==> config.mk <==
export PLATFORM = sky130hd
export DESIGN_NAME = btn_conditioner_flat
export DESIGN_NICKNAME = d
export VERILOG_FILES = /design/src/rtl/btn_conditioner_if.sv /design/src/rtl/btn_conditioner.sv /design/src/flat_wrapper.sv
export SDC_FILE = /design/constraint.sdc
export NUM_CORES = 1
export LEC_CHECK = 0
export CORE_ASPECT_RATIO = 1.1
export CORE_MARGIN = 5
export CORE_UTILIZATION = 45
export CTS_CLUSTER_DIAMETER = 30
export DETAILED_ROUTE_END_ITERATION = 10
export GPL_TIMING_DRIVEN = 0
export PLACE_DENSITY = 0.61
export RECOVER_POWER = 50
export SLEW_MARGIN = 15
export SYNTH_ARGS = -nofsm -noshare
export SYNTH_HDL_FRONTEND = slang
export SYNTH_SLANG_ARGS = --single-unit
==> constraint.sdc <==
create_clock -name clk -period 4.35 [get_ports clk]
set_input_delay 0.87 -clock clk [delete_from_list [all_inputs] [get_ports clk]]
set_output_delay 0.87 -clock clk [all_outputs]
set_load 0.01 [all_outputs]
==> src/rtl/btn_conditioner_if.sv <==
// Button conditioner bus: raw buttons in, debounced level and edge pulses out.
// master = the side that supplies raw buttons and consumes the conditioned outputs.
// slave  = the conditioner itself.
interface btn_conditioner_if;
    logic [4:0] btn_raw;
    logic [4:0] btn_level;
    logic [4:0] btn_press;
    logic [4:0] btn_release;
    logic       any_press;

    modport master (
        output btn_raw,
        input  btn_level,
        input  btn_press,
        input  btn_release,
        input  any_press
    );

    modport slave (
        input  btn_raw,
        output btn_level,
        output btn_press,
        output btn_release,
        output any_press
    );
endinterface

==> src/rtl/btn_conditioner.sv <==
// Five-button conditioner: two-flop synchronizer, per-bit debounce counter,
// registered press/release pulses and optional auto-repeat.
// Bit order of every 5-bit vector: {bt_st, bt_d, bt_s, bt_a, bt_w}, 1 = pressed.
// Optional feature macro: BTN_AUTOREPEAT_EN (per-bit repeat FSM + counter).
//
// Repeat FSM (per bit, only with BTN_AUTOREPEAT_EN):
//   state         | meaning
//   RPT_IDLE      | button released, nothing to repeat
//   RPT_HOLD_WAIT | press accepted, waiting REPEAT_DELAY for first repeat
//   RPT_REPEAT    | repeating every REPEAT_PERIOD until the level falls
module btn_conditioner #(
    parameter int DEBOUNCE_CYCLES = 1000000,
    parameter int REPEAT_DELAY    = 50000000,
    parameter int REPEAT_PERIOD   = 10000000
) (
    input  logic               clk,
    input  logic               rst_n,
    btn_conditioner_if.slave   bus
);
    localparam int NB    = 5;
    localparam int CNT_W = (DEBOUNCE_CYCLES < 1) ? 1 : $clog2(DEBOUNCE_CYCLES + 1);
    // Counter value on which the next mismatching sample completes the debounce.
    localparam logic [CNT_W-1:0] CNT_LAST = CNT_W'(DEBOUNCE_CYCLES - 1);

    logic [NB-1:0] sync1_q;
    logic [NB-1:0] sync2_q;
    logic [NB-1:0] level_q;
    logic [NB-1:0] level_d;
    logic [NB-1:0] press_q;
    logic [NB-1:0] press_d;
    logic [NB-1:0] release_q;
    logic [NB-1:0] release_d;
    logic [NB-1:0] toggle;
    logic [NB-1:0] rise;
    logic [NB-1:0] fall;
    logic [CNT_W-1:0] cnt_q [NB];
    logic [CNT_W-1:0] cnt_d [NB];

    // Two-flop synchronizer for the asynchronous button inputs.
    always_ff @(posedge clk or negedge rst_n) begin
        if (!rst_n) begin
            sync1_q <= '0;
            sync2_q <= '0;
        end else begin
            sync1_q <= bus.btn_raw;
            sync2_q <= sync1_q;
        end
    end

    // Debounce: count consecutive mismatching samples; toggle when the run completes.
    always_comb begin
        toggle = '0;
        for (int i = 0; i < NB; i++) begin
            cnt_d[i] = '0;
            if (sync2_q[i] != level_q[i]) begin
                if (cnt_q[i] == CNT_LAST) begin
                    toggle[i] = 1'b1;
                end else begin
                    cnt_d[i] = cnt_q[i] + 1'b1;
                end
            end
        end
    end

    assign level_d   = level_q ^ toggle;
    assign rise      = toggle & ~level_q;
    assign fall      = toggle & level_q;
    assign release_d = fall;

`ifdef BTN_AUTOREPEAT_EN
    localparam int RPT_MAX = (REPEAT_DELAY > REPEAT_PERIOD) ? REPEAT_DELAY : REPEAT_PERIOD;
    localparam int RPT_W   = (RPT_MAX < 1) ? 1 : $clog2(RPT_MAX + 1);
    localparam logic [RPT_W-1:0] DELAY_LAST  = RPT_W'(REPEAT_DELAY - 1);
    localparam logic [RPT_W-1:0] PERIOD_LAST = RPT_W'(REPEAT_PERIOD - 1);

    typedef enum logic [1:0] {
        RPT_IDLE,
        RPT_HOLD_WAIT,
        RPT_REPEAT
    } rpt_state_e;

    rpt_state_e     st_q   [NB];
    rpt_state_e     st_d   [NB];
    logic [RPT_W-1:0] rcnt_q [NB];
    logic [RPT_W-1:0] rcnt_d [NB];
    logic [NB-1:0]  rep_pulse;

    // Repeat FSM state and counter registers.
    always_ff @(posedge clk or negedge rst_n) begin
        if (!rst_n) begin
            for (int i = 0; i < NB; i++) begin
                st_q[i]   <= RPT_IDLE;
                rcnt_q[i] <= '0;
            end
        end else begin
            for (int i = 0; i < NB; i++) begin
                st_q[i]   <= st_d[i];
                rcnt_q[i] <= rcnt_d[i];
            end
        end
    end

    // Repeat FSM next state; a falling level wins over a due repeat so press
    // and release never coincide on one bit.
    always_comb begin
        rep_pulse = '0;
        for (int i = 0; i < NB; i++) begin
            st_d[i]   = st_q[i];
            rcnt_d[i] = rcnt_q[i];
            case (st_q[i])
                RPT_IDLE: begin
                    if (rise[i]) begin
                        st_d[i]   = RPT_HOLD_WAIT;
                        rcnt_d[i] = '0;
                    end
                end
                RPT_HOLD_WAIT: begin
                    if (fall[i]) begin
                        st_d[i]   = RPT_IDLE;
                        rcnt_d[i] = '0;
                    end else if (rcnt_q[i] == DELAY_LAST) begin
                        st_d[i]      = RPT_REPEAT;
                        rcnt_d[i]    = '0;
                        rep_pulse[i] = 1'b1;
                    end else begin
                        rcnt_d[i] = rcnt_q[i] + 1'b1;
                    end
                end
                RPT_REPEAT: begin
                    if (fall[i]) begin
                        st_d[i]   = RPT_IDLE;
                        rcnt_d[i] = '0;
                    end else if (rcnt_q[i] == PERIOD_LAST) begin
                        rcnt_d[i]    = '0;
                        rep_pulse[i] = 1'b1;
                    end else begin
                        rcnt_d[i] = rcnt_q[i] + 1'b1;
                    end
                end
                default: begin
                    st_d[i]   = RPT_IDLE;
                    rcnt_d[i] = '0;
                end
            endcase
        end
    end

    assign press_d = rise | rep_pulse;
`else
    // Repeat timing is irrelevant in this build; only initial presses pulse.
    localparam int unused_repeat_cfg = REPEAT_DELAY + REPEAT_PERIOD;

    assign press_d = rise;
`endif

    // Debounce counters, accepted level and registered edge pulses.
    always_ff @(posedge clk or negedge rst_n) begin
        if (!rst_n) begin
            for (int i = 0; i < NB; i++) begin
                cnt_q[i] <= '0;
            end
            level_q   <= '0;
            press_q   <= '0;
            release_q <= '0;
        end else begin
            for (int i = 0; i < NB; i++) begin
                cnt_q[i] <= cnt_d[i];
            end
            level_q   <= level_d;
            press_q   <= press_d;
            release_q <= release_d;
        end
    end

    assign bus.btn_level   = level_q;
    assign bus.btn_press   = press_q;
    assign bus.btn_release = release_q;
    assign bus.any_press   = |press_q;
endmodule
==> src/flat_wrapper.sv <==
// flat-port wrapper written by rule: the top's interface ports become plain ports
module btn_conditioner_flat 
#(
    parameter int DEBOUNCE_CYCLES = 1000000,
    parameter int REPEAT_DELAY    = 50000000,
    parameter int REPEAT_PERIOD   = 10000000
)
  (clk, rst_n, bus_btn_raw, bus_btn_level, bus_btn_press, bus_btn_release, bus_any_press);
  btn_conditioner_if bus_i ();
  input  logic clk;
  input  logic rst_n;
  input wire logic [$bits(bus_i.btn_raw)-1:0] bus_btn_raw;
  output wire logic [$bits(bus_i.btn_level)-1:0] bus_btn_level;
  output wire logic [$bits(bus_i.btn_press)-1:0] bus_btn_press;
  output wire logic [$bits(bus_i.btn_release)-1:0] bus_btn_release;
  output wire logic [$bits(bus_i.any_press)-1:0] bus_any_press;
  assign bus_i.btn_raw = bus_btn_raw;
  assign bus_btn_level = bus_i.btn_level;
  assign bus_btn_press = bus_i.btn_press;
  assign bus_btn_release = bus_i.btn_release;
  assign bus_any_press = bus_i.any_press;
  btn_conditioner #(.DEBOUNCE_CYCLES(DEBOUNCE_CYCLES), .REPEAT_DELAY(REPEAT_DELAY), .REPEAT_PERIOD(REPEAT_PERIOD)) u_core (.clk(clk), .rst_n(rst_n), .bus(bus_i));
endmodule
# Word-level counts from Yosys, hierarchy flattened
# Index checks and enable logic that the tools add are counted.
# Widths: inputs -> output; s select.
[totals] reg_bits=125 out_inout_bits=16 elab_cells=50 in_bits=7
[op_classes] reduce_logical=1 n_addsub=5 n_mux=20 n_eq_ne=10 bitwise_logic=4
[ops] op="$mux 20" count=10
[ops] op="$add 20x1->20 const B" count=5
[ops] op="$eq 20x20->1 const B" count=5
[ops] op="$and 5x5->5" count=2
[ops] op="$mux 1" count=10
[ops] op="$ne 1x1->1" count=5
[ops] op="$not 5->5" count=1
[ops] op="$reduce_or 5->1" count=1
[ops] op="$xor 5x5->5" count=1

# Longest topological paths before layout
[depth] ltp_word=4 ltp_mapped=6 ltp_nobuf=5

# Least setup slack after synthesis
# No wires, ideal clock.
[synth_timing] kind="reg2reg" start="register u_core.cnt_q[30] in the netlist's numbering" end="register with a tool-made name" path_buffers=0 synth_period_minus_slack_ns=2.220 stages_incl_launch_ff=5 required_time_ns=4.225 t_arrival_ns=2.095 slack_ns=2.130 setup_ns=0.125 cell_sequence="dfrtp_1 > or4_1 > or4_4 > or3_4 > mux2_4"
[synth_lines] element="start: declaration" line_no="btn_conditioner.sv:36" text="logic [CNT_W-1:0] cnt_q [NB];"
[synth_lines] element="start signal: indexed assignment" line_no="btn_conditioner.sv:167" text="cnt_q[i] <= cnt_d[i];"

# Final worst setup path
[layout_timing] start="register u_core.cnt_q[20] in the netlist's numbering" end="register u_core.press_q[3] (netlist: u_core.bus.btn_press[3])"
[layout_via] elab_chain_len=4
[layout_lines] element="$eq 20x20->1" line_no="btn_conditioner.sv:56" text="if (cnt_q[i] == CNT_LAST) begin"
[layout_lines] element="$mux 1" line_no="btn_conditioner.sv:56"
[layout_lines] element="$mux 1" line_no="btn_conditioner.sv:55" text="if (sync2_q[i] != level_q[i]) begin"
[layout_lines] element="$and 5x5->5" line_no="btn_conditioner.sv:66" text="assign rise = toggle & ~level_q;"
[layout_lines] element="net u_core.press_d[3]" line_no="btn_conditioner.sv:30" text="logic [NB-1:0] press_d;"
[layout_lines] element="end signal: assignment" line_no="btn_conditioner.sv:170" text="press_q <= press_d;"
[layout_lines] element="end: declaration" line_no="btn_conditioner.sv:29" text="logic [NB-1:0] press_q;"
# The timed path passes the listed nets, and every way through them passes these cells.

==> results.toml <==
[worst_setup_path]
crit_path_top_delay_cell = "or4_4"
rr_worst_depth = 5
cp.arrival_ns = 2.76
path_class = "flop to flop"
crit_path_start_kind = "flop"
cp-end-kind = "flop"
path_max_fanout = 9
path_cells = "ha_1 -> nand3_1 -> or4_4 -> or3_4 -> nor3b_1"
r2r-start = "u_core.cnt_q[20]"
required_ns = 4.62
r2r_slack_ns = 1.86
cpPeakStageDelay_ns = 0.64
reg2reg_to = "u_core.bus.btn_press[3]"

[clocking]
insertion_delay_ns = 0.41
cts_hold_buf = 0
cts_root_buffer = "clkbuf_16"
cts_setup_buffers = 0
clock_path_buffers = 2
cts_buffers = 17
cts_max_level = 4
cts_tree = "yes"
clock-sinks = 125
cts-resized-gates = 0
clk_pin_slew_ns = 0.06

[timing]
timing.final.ws_setup_ns = 1.86
slew_headroom_pct = -28.4
setup_viol = 0
rsz0062_at_grt = "false"
slew_violations = 78
fmax_mhz = 401
tightest_slew_ns = 1.93
final_hold_viol_count = 0
timing.hold.ws_ns = 0.349
final.period_utilization_pct = 57.3
fin_skew_ns = 0.00542
fin_crit_ns = 2.49

[detailed_routing]
drtIter0Drc = 228
vias = 4337
route.detailed.drc = 0
viasPerCell = 5.57
antenna_left = 0
drt_first_pass_iters = 4
wl_um = 11700
wl_per_cell_um = 15.0

[synthesis]
synthXorXnorAreaFrac_pct = 11.2
synth_top_family_by_area = "simple AND/OR/NAND/NOR gates"
synth_top_area_cell = "dfrtp_1"
yosysTopAreaCellShare_pct = 53.3
avgSynthCellArea_sq_um = 10.3
ys_warn_count = 0
synth_area_leaders = "dfrtp_1 53%, xnor2_1 7.6%, nor2_1 5.4%, xor2_1 3.6%, nand4_1 3.1%"
ys_types = 43
syn-cell-area_sq_mm = 0.00587
synth_compound_area_share_pct = 4.95
yosysSeqAreaShare_pct = 53.3
syn_nets = 579
async_flop_share_pct = 100
synthAdderAreaFrac_pct = 1.07
synthMuxAreaShare_pct = 1.19
yosys.area_share.simple_pct = 26.9
ys.flop_type = "dfrtp_1"
synth_edf_count = 0
synth-seq-cells = 125
syn_inst = 567

[layout]
syn_to_final_growth_pct = 18.3
layout_common_cells = "125 x dfrtp_1, 84 x nor2_1, 51 x xnor2_1"
final_common_cell = "dfrtp_1"
layout-drive-gt1-share_pct = 8.05
nets = 621
diodes = 0

[floorplanning]
die_x_um = 119
fp.dieArea_sq_mm = 0.0154
rows = 43
fp.dieH_um = 130
num_io_pins = 23
coreArea_sq_mm = 0.0127
start_util_pct = 46.2

[min_path]
min_from = "u_core.sync1_q[1]"
worstHoldEndpoint = "u_core.sync2_q[1]"
hold_depth = 0
hold_class = "flop to flop"

[global_routing]
grt_usage_pct = 16.6
antenna_found_initial = 0
grt_pass1_wl_um = 20600
grt_max_degree = 79
grt_pass1_vias = 4411
overflow = 0

[power_and_ir_drop]
ir_drop_uv = 240
p_leak_nw = 2.71
power_density_mw_per_mm2 = 398

[run_status]
status = "finished with violations"
violations = "capacitance limit, slew limit"

[placement]
dp_hpwl_um = 8070
finalWeightedCongestion = 0.806
dpl_worst_slack_ns = 1.84
portBuffers = 22

[run]
cap_violations = 1
[flip-flops by register name (all words and copies together) (netlist names), named ones only]
register	count
u_core.bus.btn_press	5
u_core.sync2_q	5
u_core.cnt_q	100
u_core.bus.btn_release	5
u_core.sync1_q	5
[synthesized netlist by cell type, types with 2 or more instances]
cell type and number:
or3_1 15, and2_1 2, o21ai_0 7, o31ai_1 11, nor3b_1 11, nand2_1 31, nor2_1 84, dfrtp_1 125
o31ai_2 3, clkbuf_1 6, nand3_1 33, nor3_1 12, mux2_2 4, nor4b_1 3, or4_1 16, inv_1 14
nand4_1 29, xnor2_1 51, and3_1 8, and4_1 8, nand4b_1 2, ha_1 5, nor4_1 25, xor2_1 24
a21oi_1 20
[layout make-up]
cell class,count,area [sq um]
fillers,1116,5760
repair buffers,23,243
clock inverters,10,163
well taps,157,196
plain buffers,7,30.0
flip-flops and latches,125,3130
clock buffers,21,470
multi-input cells,421,2660
inverters,14,52.6
[worst max-delay path, delay by kind of cell, from the launching register on]
kind                     cells  cell delay, ns
adder cells (fa/ha/maj)      1            0.21
AND/OR/NAND/NOR              4            1.74
flip-flops                   1            0.39
[logic make-up (layout without fill, tap and decap cells)]
family,Yosys count,after routing
AND/OR/NAND/NOR,291,291
AO/OA/AOI/OAI,44,44
adder cells (fa/ha/maj),5,5
flip-flops,125,125
XOR/XNOR,75,75
multiplexers,6,6
buffers and inverters,21,75
[power breakdown]
group | total [mW] | internal [mW] | leakage (nW) | switching, mW
Clock | 1.50 | 0.999 | 0.293 | 0.499
Sequential | 1.20 | 1.18 | 1.71 | 0.0176
Combinational | 0.0696 | 0.0217 | 0.704 | 0.0478
Total | 2.76 | 2.20 | 2.71 | 0.564
[per-stage QoR]
| step | area, sq um | utilization (%) | power (mW) | instances | TNS [ns] |
|---|---|---|---|---|---|
| 4_1_cts | 6940 | 54.7 | 2.81 | 778 | 0 |
| 5_1_grt | 6940 | 54.6 | 2.88 | 778 | 0 |
| 6_report | 6940 | 54.6 | 2.76 | 778 | 0 |
| 3_3_place_gp | 6280 | 49.5 | 1.29 | 746 | -307.66 |
| 2_1_floorplan | 5870 | - | 1.24 | 567 | 0 |
| 3_5_place_dp | 6310 | 49.7 | 1.29 | 747 | 0 |
[routing by layer]
metal  GRT usage, %  up-vias  wire (um)
met3           4.85       15        399
met4           6.95        0        164
li1               -     2140          -
met1           20.6     2117       5470
met2           27.5       65       5650
met5              0        -          0
[how the worst max path moves through the flow]
stage | start | end | slack, ns | depth (start not counted)
final | u_core.cnt_q[20] | u_core.bus.btn_press[3] | 1.86 | 5
after global routing | u_core.cnt_q[10] | u_core.cnt_q[10] | 1.67 | 6
after CTS | u_core.cnt_q[20] | u_core.cnt_q[30] | 1.83 | 6
after detailed placement | u_core.cnt_q[20] | u_core.cnt_q[30] | 1.84 | 6
after global placement | rst_n | u_core.cnt_q[29] | -2.47 | 1
after floorplan | u_core.cnt_q[30] | flop | 2.13 | 4
(Power assumes the default switching activity.)
